**config.mk**
```make
export PLATFORM = sky130hd
export DESIGN_NAME = oh_memory_bist
export DESIGN_NICKNAME = d
export VERILOG_FILES = /design/src/rtl/oh_memory_bist.sv
export SDC_FILE = /design/constraint.sdc
export NUM_CORES = 1
export LEC_CHECK = 0
export CORE_AREA = 2 2 130 132
export CTS_CLUSTER_DIAMETER = 150
export CTS_CLUSTER_SIZE = 12
export DETAILED_ROUTE_END_ITERATION = 16
export DIE_AREA = 0 0 132 134
export REMOVE_ABC_BUFFERS = 1
export SLEW_MARGIN = 15
export SYNTH_ARGS = -nofsm -noshare
export SYNTH_HDL_FRONTEND = slang
export SYNTH_SLANG_ARGS = --single-unit
```
**constraint.sdc**
```tcl
create_clock -name clk -period 7.91 [get_ports clk]
set_clock_uncertainty 0.05 [all_clocks]
set_input_delay 1.9775 -clock clk [delete_from_list [all_inputs] [get_ports clk]]
set_output_delay 1.9775 -clock clk [all_outputs]
set_load 0.02 [all_outputs]
```
**src/rtl/oh_memory_bist.sv**
```systemverilog
// oh_memory_bist: March C- BIST controller for a 1-cycle synchronous-read memory,
// with sticky fail flag, first-fail address capture and saturating fail count.
module oh_memory_bist #(
  parameter int DW    = 104,
  parameter int DEPTH = 32,
  parameter int AW    = $clog2(DEPTH),
  parameter int CW    = 8
) (
  input  logic          clk,
  input  logic          reset,
  input  logic          start,
  output logic          bist_en,
  output logic          bist_we,
  output logic [DW-1:0] bist_wem,
  output logic [AW-1:0] bist_addr,
  output logic [DW-1:0] bist_din,
  input  logic [DW-1:0] dout,
  output logic          busy,
  output logic          done,
  output logic          fail,
  output logic [AW-1:0] fail_addr,
  output logic [CW-1:0] fail_count
);
  typedef enum logic [1:0] {IDLE, RUN, DRAIN, DONE} state_t;
  localparam logic [AW-1:0] last_addr = AW'(DEPTH - 1);
  state_t state, state_nxt;
  logic [2:0] elem, elem_nxt;
  logic phase, phase_nxt;
  logic [AW-1:0] addr, addr_nxt;
  logic cmp_vld, cmp_exp;
  logic [AW-1:0] cmp_addr;
  logic go, up, is_wr, rd_pat, wr_pat, addr_done, elem_end, mismatch;
  assign go        = (state == IDLE || state == DONE) && start;
  assign up        = elem < 3'd3;
  // M0 is write-only; in M1-M4 phase selects read (0) or write (1); M5 is read-only
  assign is_wr     = elem == 3'd0 || phase;
  assign rd_pat    = elem == 3'd2 || elem == 3'd4;
  assign wr_pat    = elem == 3'd1 || elem == 3'd3;
  assign addr_done = is_wr || elem == 3'd5;
  assign elem_end  = addr == (up ? last_addr : '0);
  always_comb begin
    state_nxt = state;
    elem_nxt  = elem;
    phase_nxt = phase;
    addr_nxt  = addr;
    if (go) begin
      state_nxt = RUN;
      elem_nxt  = '0;
      phase_nxt = 1'b0;
      addr_nxt  = '0;
    end else if (state == RUN) begin
      if (!addr_done) phase_nxt = 1'b1;
      else begin
        phase_nxt = 1'b0;
        if (!elem_end) addr_nxt = up ? addr + AW'(1) : addr - AW'(1);
        else if (elem == 3'd5) state_nxt = DRAIN;
        else begin
          elem_nxt = elem + 3'd1;
          addr_nxt = elem < 3'd2 ? '0 : last_addr;
        end
      end
    end else if (state == DRAIN) state_nxt = DONE;
  end
  always_ff @(posedge clk or posedge reset) begin
    if (reset) begin
      state <= IDLE;
      elem  <= '0;
      phase <= 1'b0;
      addr  <= '0;
    end else begin
      state <= state_nxt;
      elem  <= elem_nxt;
      phase <= phase_nxt;
      addr  <= addr_nxt;
    end
  end
  assign mismatch = cmp_vld && dout != {DW{cmp_exp}};
  always_ff @(posedge clk or posedge reset) begin
    if (reset) begin
      cmp_vld    <= 1'b0;
      cmp_exp    <= 1'b0;
      cmp_addr   <= '0;
      fail       <= 1'b0;
      fail_addr  <= '0;
      fail_count <= '0;
    end else begin
      cmp_vld  <= state == RUN && !is_wr;
      cmp_exp  <= rd_pat;
      cmp_addr <= addr;
      if (go) begin
        fail       <= 1'b0;
        fail_addr  <= '0;
        fail_count <= '0;
      end else if (mismatch) begin
        fail <= 1'b1;
        if (!fail) fail_addr <= cmp_addr;
        if (fail_count != {CW{1'b1}}) fail_count <= fail_count + CW'(1);
      end
    end
  end
  assign bist_en   = state == RUN;
  assign bist_we   = bist_en && is_wr;
  assign bist_wem  = bist_we ? {DW{1'b1}} : '0;
  assign bist_din  = (bist_we && wr_pat) ? {DW{1'b1}} : '0;
  assign bist_addr = bist_en ? addr : '0;
  assign busy      = state == RUN || state == DRAIN;
  assign done      = state == DONE;
endmodule

```
==> results of run 1 <==
-- metal layers --
layer | track usage | wire length (um)
met1 | 0.1241 | 4471
met5 | 0 | 0
met2 | 0.2245 | 5983
met4 | 0.03140 | 120
met3 | 0.02230 | 879
-- Yosys cell counts (all sizes together), types with 3 or more instances --
cell type	n
a31oi	7
ha	13
and3	3
nor3	19
nor2	13
mux2i	7
nand3	15
or3	10
o21ai	7
and2	8
nor4	15
a21o	6
and4	3
nand2	37
inv	9
nand2b	3
o22ai	5
dfrtp	32
nand4	15
xnor2	4
a21oi	16
buf	210
or4	11
-- critical path, stage by stage, from the launching register on --
cell and delay [ns]:
dfrtp_1 0.41, inv_1 0.09, ha_1 0.35, nand2b_1 0.20, inv_2 0.51, buf_4 0.54, clkdlybuf4s50_1 0.71
-- final cells by class --
cell class | count | area, um2 | area share
sequential | 32 | 800.8 | 0.1298
inverter | 9 | 33.78 | 0.005476
timing repair buffer | 340 | 3396 | 0.5504
tap | 220 | 275.3 | 0.04462
clock inverter | 2 | 35.03 | 0.005678
clock buffer | 6 | 128.9 | 0.02089
multi-input combinational | 232 | 1500 | 0.2432
-- layout by cell type (no fill, tap or decap), drive strengths merged, types with 8 or more instances in the layout --
master / instances
clkdlybuf4s50: 337
nand2: 37
dfrtp: 32
nor3: 19
a21oi: 16
nand4: 15
nand3: 15
nor4: 15
ha: 13
nor2: 13
or4: 11
or3: 10
inv: 9
and2: 8
-- sequential cells by signal (all words and copies together) (netlist names) --
signal,cells
fail_count,8
addr,5
cmp_addr,5
fail_addr,5
elem,3
state,2
cmp_exp,1
cmp_vld,1
fail,1
phase,1
-- cell families (layout without fill, tap and decap cells) --
group,count (synthesis),in the layout,share of synthesized area
adder cells (fa/ha/maj),14,14,0.04681
buffers and inverters,221,357,0.4123
flip-flops,32,32,0.2052
multiplexers,8,8,0.02084
XOR/XNOR,5,5,0.01122
AO/OA/AOI/OAI,49,49,0.08047
AND/OR/NAND/NOR,156,156,0.2232
-- per-stage QoR --
stage            util  hold WS [ns]  cell area, um2  setup TNS, ns
2_1_floorplan       -        0.3431            2327       -2885.68
3_3_place_gp   0.3687        0.3880            6006              0
3_5_place_dp   0.3687        0.3808            6006              0
4_1_cts        0.3788        0.3927            6170              0
5_1_grt        0.3788        0.4054            6170              0
6_report       0.3788        0.3956            6170              0
-- worst min-delay path by stage --
stage,startpoint,to,slack (ns),cells after the start
floorplan,addr[2],cmp_addr[2],0.34,0
global placement,addr[3],cmp_addr[3],0.39,0
detailed placement,addr[3],cmp_addr[3],0.38,0
CTS,addr[3],cmp_addr[3],0.39,0
global route,addr[3],cmp_addr[3],0.41,0
finish,addr[3],cmp_addr[3],0.40,0
-- power by group --
group | switching, W | internal (W)
Combinational | 0.000658 | 0.000558
Clock | 0.0000673 | 0.000148
Sequential | 0.0000159 | 0.000179
==> run metrics, run 1 <==
Critical path origin=state[1]; final net count=741; TritonCTS clock tree=built; post-synth top area share=0.3982; CP max FO=just over 60; final-report setup violation count=0; total of max-cap violations=0; largest net degree at the start of global routing=~110; clock latency at the later pin of the worst-skew pair=0.27 ns; DRC=0; die area=about 18,000 um2; vias in the first global route=around 3,300; WL/cell=~14 um; Ports=338; number of synthesized flops with an enable pin=0; reg-to-reg critical path endpoint=addr[4]; DRT iter0 DRCs=100; via/cell ratio=4.177; dominant synthesized flop cell=dfrtp_1; first-pass GRT wire length=approximately 17,000 um; Total Wirelength=between 10,000 and 15,000 um; Warnings, synthesis=0; cell area after synthesis=~4000 um2; Setup Fix Bufs, Post-CTS=0; r2r worst-path depth=9; CTS Hold Bufs=0; PortBufs=roughly 340; CP Capture Point=bist_wem[47]; vias post-DR=3,513; Seq/Total Area, Yosys=0.2052; final setup margin=~2.8 ns; syn_area_per_cell=8.046 um2; maximum clock rate=195.3 MHz; Power Dens Cells=roughly 260 nW/um2; flop2flop setup slack=~5.0 ns; Worst Setup Start Kind=flop; post-cts sizing count=0; Mapped Cells=between 400 and 500; area leader, netlist=buf_4; final worst-path cycle share=0.6474; area delta synth->final=58.10%; final non-filler cell total=~840; DRT Pass-1 Iters=4; diode count=0; post-synthesis async set-or-reset flop share=1.000; clk slew on worst S/H paths=0.05 ns; RSZ-0062 raised after global routing=false; FF-to-FF Start=elem[2]; FP Rows=47; initial antenna violation count=0; RePlAce Congestion=0.8224; Distinct cells, synth=46; data arrival time of the worst path=around 3.1 ns; layout cells sized above 1=0.03704; Pleak=around 2.3 nW; GRT Util Overall=0.1144; HP Class=reg -> reg; core area=about 16,000 um2; DRT antenna net count=0; DP Worst Slack=a little over 3 ns; chip width=approximately 130 um; Setup crit end kind=primary output; max-slew violations=0; status=finished clean; Max-slew headroom=0.4390; Area contributors post-synth=buf_4 40%, dfrtp_1 21%, ha_1 4.2%; Sink Count=32; final worst path period need=a little over 5 ns; Pwr Total=roughly 0.0016 W; Fill cells=1,589; Overflow after GRT=0; Final Hold Fails=0; H-tree depth=2; CTS Buf Count=5; Req. time, crit path=5.88 ns; CTS root buffer=clkbuf_16; Yosys reg bits=32; Starting Density=0.2396; VDD IR max=about 0.23 mV; maximum root-to-sink buffer count=2; DIE HEIGHT=between 100 and 150 um; worst slew pin tran=~0.84 ns; dpl hpwl=about 9000 um; Setup CP Type=reg -> out; placed cells=~830
No activity file was read; power rests on OpenSTA's default activity.
==> inputs of run 2 (changes only) <==
--- a/config.mk
+++ b/config.mk
@@ -5,11 +5,11 @@
 export SDC_FILE = /design/constraint.sdc
 export NUM_CORES = 1
 export LEC_CHECK = 0
-export CORE_AREA = 2 2 130 132
+export CORE_AREA = 2 2 132 134
 export CTS_CLUSTER_DIAMETER = 150
 export CTS_CLUSTER_SIZE = 12
 export DETAILED_ROUTE_END_ITERATION = 16
-export DIE_AREA = 0 0 132 134
+export DIE_AREA = 0 0 134 136
 export REMOVE_ABC_BUFFERS = 1
 export SLEW_MARGIN = 15
 export SYNTH_ARGS = -nofsm -noshare
==> constraint.sdc (replaced) <==
create_clock -name clk -period 4.5 [get_ports clk]
set_clock_uncertainty 0.05 [all_clocks]
set_input_delay 1.125 -clock clk [delete_from_list [all_inputs] [get_ports clk]]
set_output_delay 1.125 -clock clk [all_outputs]
set_load 0.02 [all_outputs]
==> run metrics, run 2 (synthesized netlist as in run 1, its figures left out) <==
DRT antenna net count=0; CTS Buf Count=5; DRT iter0 DRCs=between 100 and 150; most frequent cells in the layout=337 x clkdlybuf4s50_1, 36 x nand2_1, 32 x dfrtp_1; vias post-DR=roughly 3,500; DIE HEIGHT=around 140 um; design area=around 6200 um2; CP Capture Point=bist_wem[75]; largest net degree at the start of global routing=105; WL/cell=13.57 um; internal power=roughly 0.0016 W; Largest Register=fail_count; first-pass GRT wire length=between 15,000 and 20,000 um; clock latency at the later pin of the worst-skew pair=between 0.2 and 0.3 ns; Cell Area, Placed=6037 um2; Setup CP Type=reg -> out; Worst Setup Start Kind=flop; crit path cell chain=inv_1 -> ha_1 -> nand2b_1 -> inv_2 -> buf_12 -> clkdlybuf4s50_1; FF-to-FF Start=elem[2]; core area=16,880 um2; Slowest cell on crit path=clkdlybuf4s50_1; H-tree depth=2; area delta synth->final=59.38%; busiest grt layer=met2; worst slew pin tran=approximately 0.85 ns; flop2flop setup slack=1.68 ns; Max-slew headroom=0.4354; Critical path origin=state[1]; CP max FO=60; clk slew on worst S/H paths=0.05 ns; Clk pwr share=0.140; GRT Util Overall=0.1096; post-cts sizing count=0; Ports=approximately 340; final-report setup violation count=0; max-slew violations=0; DRT Pass-1 Iters=4; final worst path period need=4.031 ns; diode count=0; Setup crit end kind=primary output; sequential power share=0.118; M3 GR Usage=0.02051; maximum clock rate=approximately 250 MHz; Comb power frac=0.742; reg-to-reg critical path endpoint=addr[0]; GRT met2 Usage=0.2088; TritonCTS clock tree=built; status=finished clean; VDD IR max=0.4736 mV; Final Core Density=0.3686; final net count=around 740; Total Wirelength=between 10,000 and 15,000 um; Largest register FFs=8; Starting Density=0.2312; Pleak=2.360 nW; layout cells sized above 1=0.03865; CTS root buffer=clkbuf_16; DRC=0; Power Dens Cells=between 400 and 500 nW/um2; CTS Hold Bufs=0; Final Hold Fails=0; Sink Count=32; Setup Fix Bufs, Post-CTS=0; chip width=between 100 and 150 um; initial antenna violation count=0; vias in the first global route=between 3,000 and 4,000; most common cell after layout, fill and taps aside=clkdlybuf4s50_1; data arrival time of the worst path=approximately 2.9 ns; via/cell ratio=4.161; Req. time, crit path=approximately 3.3 ns; Fill cells=1,647; Overflow after GRT=0; HP Class=reg -> reg; met1 Use GR=0.1248; CP peak stage delay=between 0.6 and 0.7 ns; RSZ-0062 raised after global routing=false; RePlAce Congestion=between 0.7 and 0.8; total of max-cap violations=0; maximum root-to-sink buffer count=2; switching share of power=0.4466; Min Hold Slack=approximately 0.39 ns; r2r worst-path depth=9; Pwr Total=between 0.002 and 0.003 W; setup TNS after final layout=0 ns; final worst-path cycle share=0.8959; FP Rows=between 40 and 50; sw power=0.001293 W; dpl hpwl=~9100 um; PortBufs=337; die area=roughly 18,000 um2
[run 2: worst min path at each step]
stage,from,end,slack [ns],depth (start not counted)
final,addr[2],cmp_addr[2],0.39,0
after global routing,addr[2],cmp_addr[2],0.40,0
after CTS,addr[2],cmp_addr[2],0.39,0
after detailed placement,addr[2],cmp_addr[2],0.38,0
after global placement,addr[3],cmp_addr[3],0.37,0
after floorplan,addr[2],cmp_addr[2],0.34,0
[run 2: per-stage QoR]
| step | std cells | setup WS (ns) |
|---|---|---|
| after global routing | 846 | 0.2072 |
| final | 846 | 0.4686 |
| after detailed placement | 838 | 0.7088 |
| after CTS | 846 | 0.4332 |
| after global placement | 838 | 0.8157 |
| after floorplan | 273 | -22.96 |
[run 2: cell type report]
class	instances	area, um2	share of cell area
Timing Repair Buffer	340	3421	0.5500
Multi-Input combinational cell	232	1500	0.2412
Sequential cell	32	800.8	0.1287
Tap cell	225	281.5	0.04526
Clock buffer	7	152.6	0.02454
Inverter	9	33.78	0.005431
Clock inverter	1	30.03	0.004828
[run 2: power by group through the flow]
stage               combinational [W]  sequential [W]  clock [W]
floorplan                    0.000451        0.000338          0
global placement              0.00215        0.000344          0
detailed placement            0.00217        0.000347          0
CTS                           0.00218        0.000342   0.000416
global route                  0.00227        0.000349   0.000429
finish                        0.00215        0.000341   0.000406
[run 2: worst max-delay path, delay by kind of cell (launching register included)]
kind          cells  cell delay [ns]
fa+ha+maj         1             0.37
buf+inv           4             1.59
simple gates      1             0.21
flops             1             0.41
[run 2: routing by layer]
metal  routed length, um  share of wire
met5                   0              0
met4                 130          0.011
met3                1000          0.087
met2                5753           0.50
met1                4597           0.40
